`src/rtl/rr_arbiter4_if.sv`:
```
// Bundle between the four requesters and the round-robin arbiter that owns the
// shared 4:1 data mux.
interface rr_arbiter4_if #(
  parameter int DW = 4
);
  logic [3:0]    req;
  logic [DW-1:0] din0;
  logic [DW-1:0] din1;
  logic [DW-1:0] din2;
  logic [DW-1:0] din3;
  logic [3:0]    gnt;
  logic [1:0]    sel;
  logic [DW-1:0] dout;
  logic          dout_vld;
  logic          busy;

  modport master (
    output req, din0, din1, din2, din3,
    input  gnt, sel, dout, dout_vld, busy
  );

  modport slave (
    input  req, din0, din1, din2, din3,
    output gnt, sel, dout, dout_vld, busy
  );
endinterface

```
`src/rtl/rr_arbiter4.sv`:
```
// Four-requester round-robin arbiter with a hold cap under contention; it drives
// the select lines and output of the shared 4:1 data mux.
module rr_arbiter4 #(
  parameter int DW       = 4,
  parameter int MAX_HOLD = 4
) (
  input  logic         clk,
  input  logic         rst_n,
  rr_arbiter4_if.slave bus
);

  localparam int HW = (MAX_HOLD > 1) ? $clog2(MAX_HOLD) : 1;
  localparam logic [HW-1:0] HOLD_LAST = HW'(MAX_HOLD - 1);

  typedef enum logic [0:0] {
    IDLE  = 1'b0,
    GRANT = 1'b1
  } state_t;

  state_t        state_r, state_s;
  logic [1:0]    ptr_r, ptr_s;
  logic [HW-1:0] hold_r, hold_s;
  logic [3:0]    gnt_r, gnt_s;
  logic [1:0]    sel_r, sel_s;
  logic          busy_r, busy_s;
  logic [3:0]    others_s;
  logic [1:0]    win_s;
  logic [DW-1:0] dout_s;

  // First requester after pointer p, scanning p+1, p+2, p+3, p (mod 4).
  function automatic logic [1:0] rr_pick(input logic [3:0] r, input logic [1:0] p);
    logic [1:0] idx;
    logic [1:0] win;
    logic       found;
    win   = p;
    found = 1'b0;
    for (int k = 1; k <= 4; k++) begin
      idx = p + 2'(k);
      if (!found && r[idx]) begin
        win   = idx;
        found = 1'b1;
      end else begin
        found = found;
      end
    end
    return win;
  endfunction

  function automatic logic [3:0] to_onehot(input logic [1:0] idx);
    return 4'b0001 << idx;
  endfunction

  // Arbitration state register.
  always_ff @(posedge clk or negedge rst_n) begin
    if (!rst_n) begin
      state_r <= IDLE;
      ptr_r   <= 2'd3;
      hold_r  <= '0;
      gnt_r   <= 4'b0000;
      sel_r   <= 2'd0;
      busy_r  <= 1'b0;
    end else begin
      state_r <= state_s;
      ptr_r   <= ptr_s;
      hold_r  <= hold_s;
      gnt_r   <= gnt_s;
      sel_r   <= sel_s;
      busy_r  <= busy_s;
    end
  end

  // Next-state: grant, release, hand-over without a bubble, or forced rotation.
  always_comb begin
    state_s  = state_r;
    ptr_s    = ptr_r;
    hold_s   = hold_r;
    gnt_s    = gnt_r;
    sel_s    = sel_r;
    others_s = bus.req & ~to_onehot(sel_r);
    win_s    = 2'd0;
    case (state_r)
      IDLE: begin
        if (bus.req != 4'b0000) begin
          win_s   = rr_pick(bus.req, ptr_r);
          gnt_s   = to_onehot(win_s);
          sel_s   = win_s;
          ptr_s   = win_s;
          hold_s  = '0;
          state_s = GRANT;
        end else begin
          gnt_s   = 4'b0000;
          state_s = IDLE;
        end
      end
      GRANT: begin
        // Hand-over (release or hold cap) arbitrates over the others only.
        if (others_s != 4'b0000 && (!bus.req[sel_r] || hold_r == HOLD_LAST)) begin
          win_s   = rr_pick(others_s, ptr_r);
          gnt_s   = to_onehot(win_s);
          sel_s   = win_s;
          ptr_s   = win_s;
          hold_s  = '0;
          state_s = GRANT;
        end else if (!bus.req[sel_r]) begin
          gnt_s   = 4'b0000;
          hold_s  = '0;
          state_s = IDLE;
        end else if (hold_r != HOLD_LAST) begin
          hold_s  = hold_r + HW'(1);
        end else begin
          hold_s  = hold_r;
        end
      end
      default: begin
        state_s = IDLE;
        gnt_s   = 4'b0000;
        hold_s  = '0;
      end
    endcase
    busy_s = (gnt_s != 4'b0000);
  end

  // Shared data mux driven from the registered select.
  always_comb begin
    dout_s = '0;
    if (gnt_r != 4'b0000) begin
      case (sel_r)
        2'd0:    dout_s = bus.din0;
        2'd1:    dout_s = bus.din1;
        2'd2:    dout_s = bus.din2;
        2'd3:    dout_s = bus.din3;
        default: dout_s = '0;
      endcase
    end else begin
      dout_s = '0;
    end
  end

  assign bus.gnt      = gnt_r;
  assign bus.sel      = sel_r;
  assign bus.busy     = busy_r;
  assign bus.dout     = dout_s;
  assign bus.dout_vld = |(gnt_r & bus.req);

endmodule
```
`src/flat_wrapper.sv`:
```
// flat-port wrapper written by rule: the top's interface ports become plain ports
module rr_arbiter4_flat 
#(
  parameter int DW       = 4,
  parameter int MAX_HOLD = 4
)
  (clk, rst_n, bus_req, bus_din0, bus_din1, bus_din2, bus_din3, bus_gnt, bus_sel, bus_dout, bus_dout_vld, bus_busy);
  rr_arbiter4_if #(.DW(DW)) bus_i ();
  input  logic clk;
  input  logic rst_n;
  input wire logic [$bits(bus_i.req)-1:0] bus_req;
  input wire logic [$bits(bus_i.din0)-1:0] bus_din0;
  input wire logic [$bits(bus_i.din1)-1:0] bus_din1;
  input wire logic [$bits(bus_i.din2)-1:0] bus_din2;
  input wire logic [$bits(bus_i.din3)-1:0] bus_din3;
  output wire logic [$bits(bus_i.gnt)-1:0] bus_gnt;
  output wire logic [$bits(bus_i.sel)-1:0] bus_sel;
  output wire logic [$bits(bus_i.dout)-1:0] bus_dout;
  output wire logic [$bits(bus_i.dout_vld)-1:0] bus_dout_vld;
  output wire logic [$bits(bus_i.busy)-1:0] bus_busy;
  assign bus_i.req = bus_req;
  assign bus_i.din0 = bus_din0;
  assign bus_i.din1 = bus_din1;
  assign bus_i.din2 = bus_din2;
  assign bus_i.din3 = bus_din3;
  assign bus_gnt = bus_i.gnt;
  assign bus_sel = bus_i.sel;
  assign bus_dout = bus_i.dout;
  assign bus_dout_vld = bus_i.dout_vld;
  assign bus_busy = bus_i.busy;
  rr_arbiter4 #(.DW(DW), .MAX_HOLD(MAX_HOLD)) u_core (.clk(clk), .rst_n(rst_n), .bus(bus_i));
endmodule
```
`config.mk`:
```
export PLATFORM = sky130hd
export DESIGN_NAME = rr_arbiter4_flat
export DESIGN_NICKNAME = d
export VERILOG_FILES = /design/src/rtl/rr_arbiter4_if.sv /design/src/rtl/rr_arbiter4.sv /design/src/flat_wrapper.sv
export SDC_FILE = /design/constraint.sdc
export NUM_CORES = 1
export LEC_CHECK = 0
export CAP_MARGIN = 10
export CORE_UTILIZATION = 50
export DETAILED_ROUTE_END_ITERATION = 8
export GPL_ROUTABILITY_DRIVEN = 0
export PLACE_DENSITY = 0.95
export SYNTH_ARGS = -nofsm -noshare
export SYNTH_HDL_FRONTEND = slang
export SYNTH_SLANG_ARGS = --single-unit
export TNS_END_PERCENT = 50
```
`constraint.sdc`:
```
create_clock -name clk -period 4.35 [get_ports clk]
set_input_delay 0.87 -clock clk [delete_from_list [all_inputs] [get_ports clk]]
set_output_delay 0.87 -clock clk [all_outputs]
set_load 0.02 [all_outputs]
```
==> results.tsv <==
stage	metric	value	unit
yosys	ys_ff_latch	12	
critical_path	reg2reg_from	u_core.bus.sel[0]	
yosys	synth_top_cell_by_area	dfrtp_1	
pwr	vdd_drop_max	0.436	mV
global_routing	antenna_found_initial	0	
critical_path	r2r_slack	2200	ps
yosys	ys_warn_count	0	
timing	hold_viol	0	
timing	layout_setup_ws	985	ps
finish	diodes	0	
drt	drtAntennaViolNets	0	
finish	fin_area	0.00147	mm^2
yosys	synthMuxAreaShare	0.158	
global_routing	grt_pass1_vias	1043	
placement	dpl_worst_slack	984	ps
finish	final_common_cell	clkdlybuf4s50_1	
finish	multiInputGateArea	746	um^2
drt	drtPass1Iterations	4	
yosys	avgSynthCellArea	9.48	um^2
yosys	synth_top_area_frac	0.224	
critical_path	required	3480	ps
global_routing	grt_pass1_wl	4.89	mm
clock_network	cts.clk_slew.worst_paths	80	ps
drt	wl_per_cell	16.7	um
pwr	p_leak	0.599	nW
drt	totalWireLength	2.91	mm
placement	io_buffers	33	
yosys	synthCells	118	
critical_path	crit_arrival	2500	ps
yosys	async_flop_share	1.00	
timing	finClkSkew	5.73	ps
clock_network	clock_latency	280	ps
clock_network	postCtsSetupRepairBufs	0	
yosys	netlist_area	0.00112	mm^2
timing	maxSlewViolCount	0	
placement	place_area	0.00144	mm^2
global_routing	grt_start_max_net_pins	22	
timing	fmax	297	MHz
floorplan	rows	16	
finish	seq_area	303	um^2
drt	vias	1055	
finish	fillCellCount	171	
yosys	synth_xor_area_frac	0	
timing	report.final.setup_viol	0	
floorplan	die_x	49.3	um
finish	layout-drive-gt1-share	0.156	
finish	fin_nets	171	
finish	area_delta_synth_final	31.5	%
clock_network	htreeDepth	1	
timing	worstMarginPinSlew	878	ps
yosys	synth_fa_ha_area_frac	0.0112	
critical_path	worstSetupStartpointType	primary input	
clock_network	root_buffer	clkbuf_4	
yosys	ys_top_cells_by_area	dfrtp_1 (22%), mux4_2 (8.1%), nor2b_1 (5.0%)	
outcome	status	finished, final reports clean	
timing	period_minus_slack	3370	ps
min_path	min_path_type	reg -> reg	
yosys	synthFlopType	dfrtp_1	
min_path	hp-start	u_core.hold_r[0]	
clock_network	cts_buffers	3	
yosys	yosysSeqAreaShare	0.271	
critical_path	cp-end-kind	output port	
clock_network	clock-sinks	12	
timing	hold_slack	486	ps
critical_path	path_max_fanout	1	
critical_path	r2r-end	u_core.bus.sel[0]	
floorplan	fp.dieArea	0.00243	mm^2
critical_path	critPathKind	in -> out	
floorplan	pin_count	34	
floorplan	core_area	0.00204	mm^2
yosys	synth_fp_nets	141	
clock_network	cts_hold_buf	0	
yosys	synth_cell_types	49	
yosys	synth-edff-count	0	
finish	final_cell_mix	clkdlybuf4s50_1 (33), dfrtp_1 (10), nand2_1 (9), nor2b_1 (9)	
min_path	min_to	u_core.hold_r[0]	
clock_network	cts_tree	yes	
yosys	synthSimpleGateAreaFrac	0.267	
yosys	synth_compound_area_frac	0.230	
drt	via_per_inst	6.06	
global_routing	grt_util_all_layers	0.267	
clock_network	clockBufferDepth	2	
timing	final.setup.tns	0	ps
global_routing	grt-ovfl-total	0	
placement	dpl.hpwl	2.25	mm
clock_network	cts_resized	0	
min_path	worstHoldPathCells	1	
floorplan	initial_core_util	0.548	
critical_path	r2r_cells	5	
pwr	pwr_density_cell	691	mW/mm^2
timing	finalCritPeriodShare	0.774	
flow_run	max_cap_viol_count	0	
drt	route.detailed.drc	0	
timing	max-slew-margin-rel	0.409	
yosys	synth_top_family_by_area	simple AND/OR/NAND/NOR gates	
timing	rsz0062_at_grt	no	
drt	drt-initial-drc-count	30	
floorplan	dieHeight	49.3	um
-- layout make-up --
| class | count | area share |
|---|---|---|
| timing repair buffer | 33 | 0.224 |
| multi-input combinational | 92 | 0.507 |
| sequential | 12 | 0.206 |
| tap | 27 | 0.0230 |
| inverter | 6 | 0.0153 |
| clock buffer | 4 | 0.0247 |
-- cells in the mapped netlist (3+ instances only) --
cell type	count
a21o_1	3
a21oi_1	3
a22oi_1	3
buf_2	5
dfrtp_1	10
inv_1	5
mux2i_1	3
mux4_2	4
nand2_1	9
nand2b_1	7
nor2_1	7
nor2b_1	9
or2_2	3
-- sequential cells by signal (all words and copies together), names as in the netlist --
name	count
u_core.bus.busy	1
u_core.bus.gnt	4
u_core.bus.sel	2
u_core.hold_r	2
u_core.ptr_r	2
u_core.state_r	1
-- how the worst max path moves through the flow --
stage,startpoint,to,slack [ps],depth (start not counted)
2_1_floorplan,bus_din1[3],bus_dout[3],1950,2
3_3_place_gp,bus_din1[3],bus_dout[3],1040,4
3_5_place_dp,bus_din0[3],bus_dout[3],980,4
4_1_cts,bus_din3[2],bus_dout[2],990,4
5_1_grt,bus_req[0],bus_dout_vld,950,4
6_report,bus_din3[2],bus_dout[2],980,4
-- logic make-up (layout without fill, tap and decap cells) --
group | after synthesis | in the layout
simple gates | 50 | 50
compound gates | 31 | 31
buf+inv | 14 | 43
flops | 12 | 12
mux | 10 | 10
fa+ha+maj | 1 | 1
-- report_power, final --
group	switching [mW]	total, mW	internal (mW)
Clock	0.0384	0.0894	0.0510
Combinational	0.315	0.663	0.348
Sequential	0.0986	0.265	0.166
Total	0.452	1.02	0.565
-- metrics by stage --
stage	total power, mW	std cells	util
2_1_floorplan	0.718	118	-
3_3_place_gp	0.893	170	0.703
3_5_place_dp	0.922	170	0.703
4_1_cts	1.02	174	0.721
5_1_grt	1.09	174	0.721
6_report	1.02	174	0.721
-- layer usage --
metal,track usage,vias to the layer above,part of all wire
met1,0.345,506,0.42
met3,0.0530,8,0.046
met2,0.429,34,0.50
li1,-,507,-
met4,0.113,0,0.028
met5,0,-,0
-- critical path, stage by stage --
cell	delay, ps
clkdlybuf4s50_1	420
mux4_2	480
nor2b_1	150
clkdlybuf4s50_1	580
Power figures use the tool's default switching activity.
==> RTL change: new RTL, same settings <==
`MAX_HOLD` is set to 4 in 2 places; all go to 2.
--- a/src/rtl/rr_arbiter4.sv
+++ b/src/rtl/rr_arbiter4.sv
@@ -4,3 +4,3 @@
   parameter int DW       = 4,
-  parameter int MAX_HOLD = 4
+  parameter int MAX_HOLD = 2
 ) (
--- a/src/flat_wrapper.sv
+++ b/src/flat_wrapper.sv
@@ -4,3 +4,3 @@
   parameter int DW       = 4,
-  parameter int MAX_HOLD = 4
+  parameter int MAX_HOLD = 2
 )
Function: changed (a bounded check fails within 4 cycles, from zero or initial values and one cycle with rst_n low).
==> RTL change against the unedited design <==
- sequential cell count decreased by 1
- power is 14% higher
- worst setup slack got worse by 30 ps
- wire length up 7.7%
- largest power group unchanged
- via count is 14% higher
- area after synthesis increased by 6.7%
- cell area rose by 3.4%
- sequential share of layout area shrank 2.3 points
- synthesized cell count grew 10%
- final cell count is 6.3% higher
- global-route usage fell by 1.4 points
==> RTL change: results (changes against the unedited design) <==
stage	metric	value	unit	change
detailed_routing	met1Wirelength	1.234	mm	about the same
detailed_routing	vias_per_cell	6.481		+6.9%
pwr	p_switching	0.5434	mW	+20%
placed_design	io_buffer_count	33		unchanged
grt	grt_use_met1	0.3189		-0.02616
pwr	pg_comb	0.790	mW	+19%
grt	use_met2	0.4133		-0.01589
critical_path	worstReg2RegEnd	u_core.bus.gnt[1]		
worst_hold_path	holdPathEnd	u_core.hold_r		
grt	grt_usage	0.2529		-0.01394
clock_tree	clockBufferDepth	2		unchanged
worst_hold_path	hp-start	u_core.hold_r		
detailed_routing	drt-pass1-iter-count	4		unchanged
critical_path	reg2regPathDepth	6		+1
final_layout	layout.nets	180		+5.3%
final_layout	nFillCells	159		-7.0%
critical_path	cp_max_fo	13		+12
critical_path	crit_end	bus_dout_vld		
synthesis	synth_compound_area_frac	0.2914		+0.06098
synthesis	synth-xor-area-share	0.01363		+0.01363
sta	skew	8.804	ps	+3.075 ps
synthesis	yosys-top-cells-count	nand2_1 (11), dfrtp_1 (9), nand2b_1 (8), nor2_1 (8), buf_2 (7)		
grt	grtUsageMet3	0.05060		-0.002364
critical_path	r2r_slack	1970	ps	-230 ps
synthesis	ys.flop_type	dfrtp_1		
synthesis	syn-num-nets	152		+7.8%
sta	tightest_slew	892.2	ps	+14.39 ps
detailed_routing	routedWlPerCell	16.91	um	+1.3%
worst_hold_path	whs_path_depth	2		+1
detailed_routing	drt_iter0_markers	68		+130%
synthesis	synthAdderAreaFrac	0		-0.01119
synthesis	synthDistinctLibCells	50		+2.0%
pwr	ir_worst_vdd	0.4926	mV	+13%
critical_path	critical_path_arrival	2520	ps	+20 ps
pwr	p_clk	0.0723	mW	-19%
outcome	status	finished, final reports clean		
pwr	p_leak	0.6057	nW	+1.1%
synthesis	ys_top_cells_by_area	dfrtp_1 (19%), mux4_2 (9.4%), dfstp_2 (4.4%)		
grt	grt_pass1_vias	1077		+3.3%
detailed_routing	dr_wl_met3	201	um	+50%
placed_design	hpwl	2.322	mm	+3.3%
detailed_routing	wl_met2	1.618	mm	+11%
synthesis	ys_seq_area_frac	0.2327		-0.03799
die	initial_core_util	0.5345		-0.01334
grt	grt_pass1_wl	4.905	mm	+0.27%
final_layout	drive_gt1_frac	0.1592		+0.002773
critical_path	startpoint	bus_req[3]		
synthesis	synth.mux.area_fraction	0.1457		-0.01202
RTL change: layout make-up:
class	count	area, um2	share of cell area
timing repair buffer	35	345.3	0.2270
multi-input combinational	102	817.0	0.5370
tap	28	35.03	0.02303
clock inverter	1	5.005	0.003289
inverter	5	18.77	0.01234
sequential	11	277.8	0.1826
clock buffer	3	22.52	0.01480
RTL change: through the flow:
step           hold WS [ps]  std cells  setup WS (ps)  area [um2]  total power, mW
2_1_floorplan         508.4        130           1979        1194           0.8759
3_3_place_gp          525.9        181           1013        1494            1.044
3_5_place_dp          552.3        181          975.9        1494            1.077
4_1_cts               574.6        185          965.0        1521            1.155
5_1_grt               600.7        185          903.1        1521            1.233
6_report              574.5        185          955.2        1521            1.157
RTL change: critical path, cell delays in order:
cell and delay [ps]:
clkdlybuf4s50_1 790, a22oi_1 170, nand2_1 80, clkdlybuf4s50_1 600
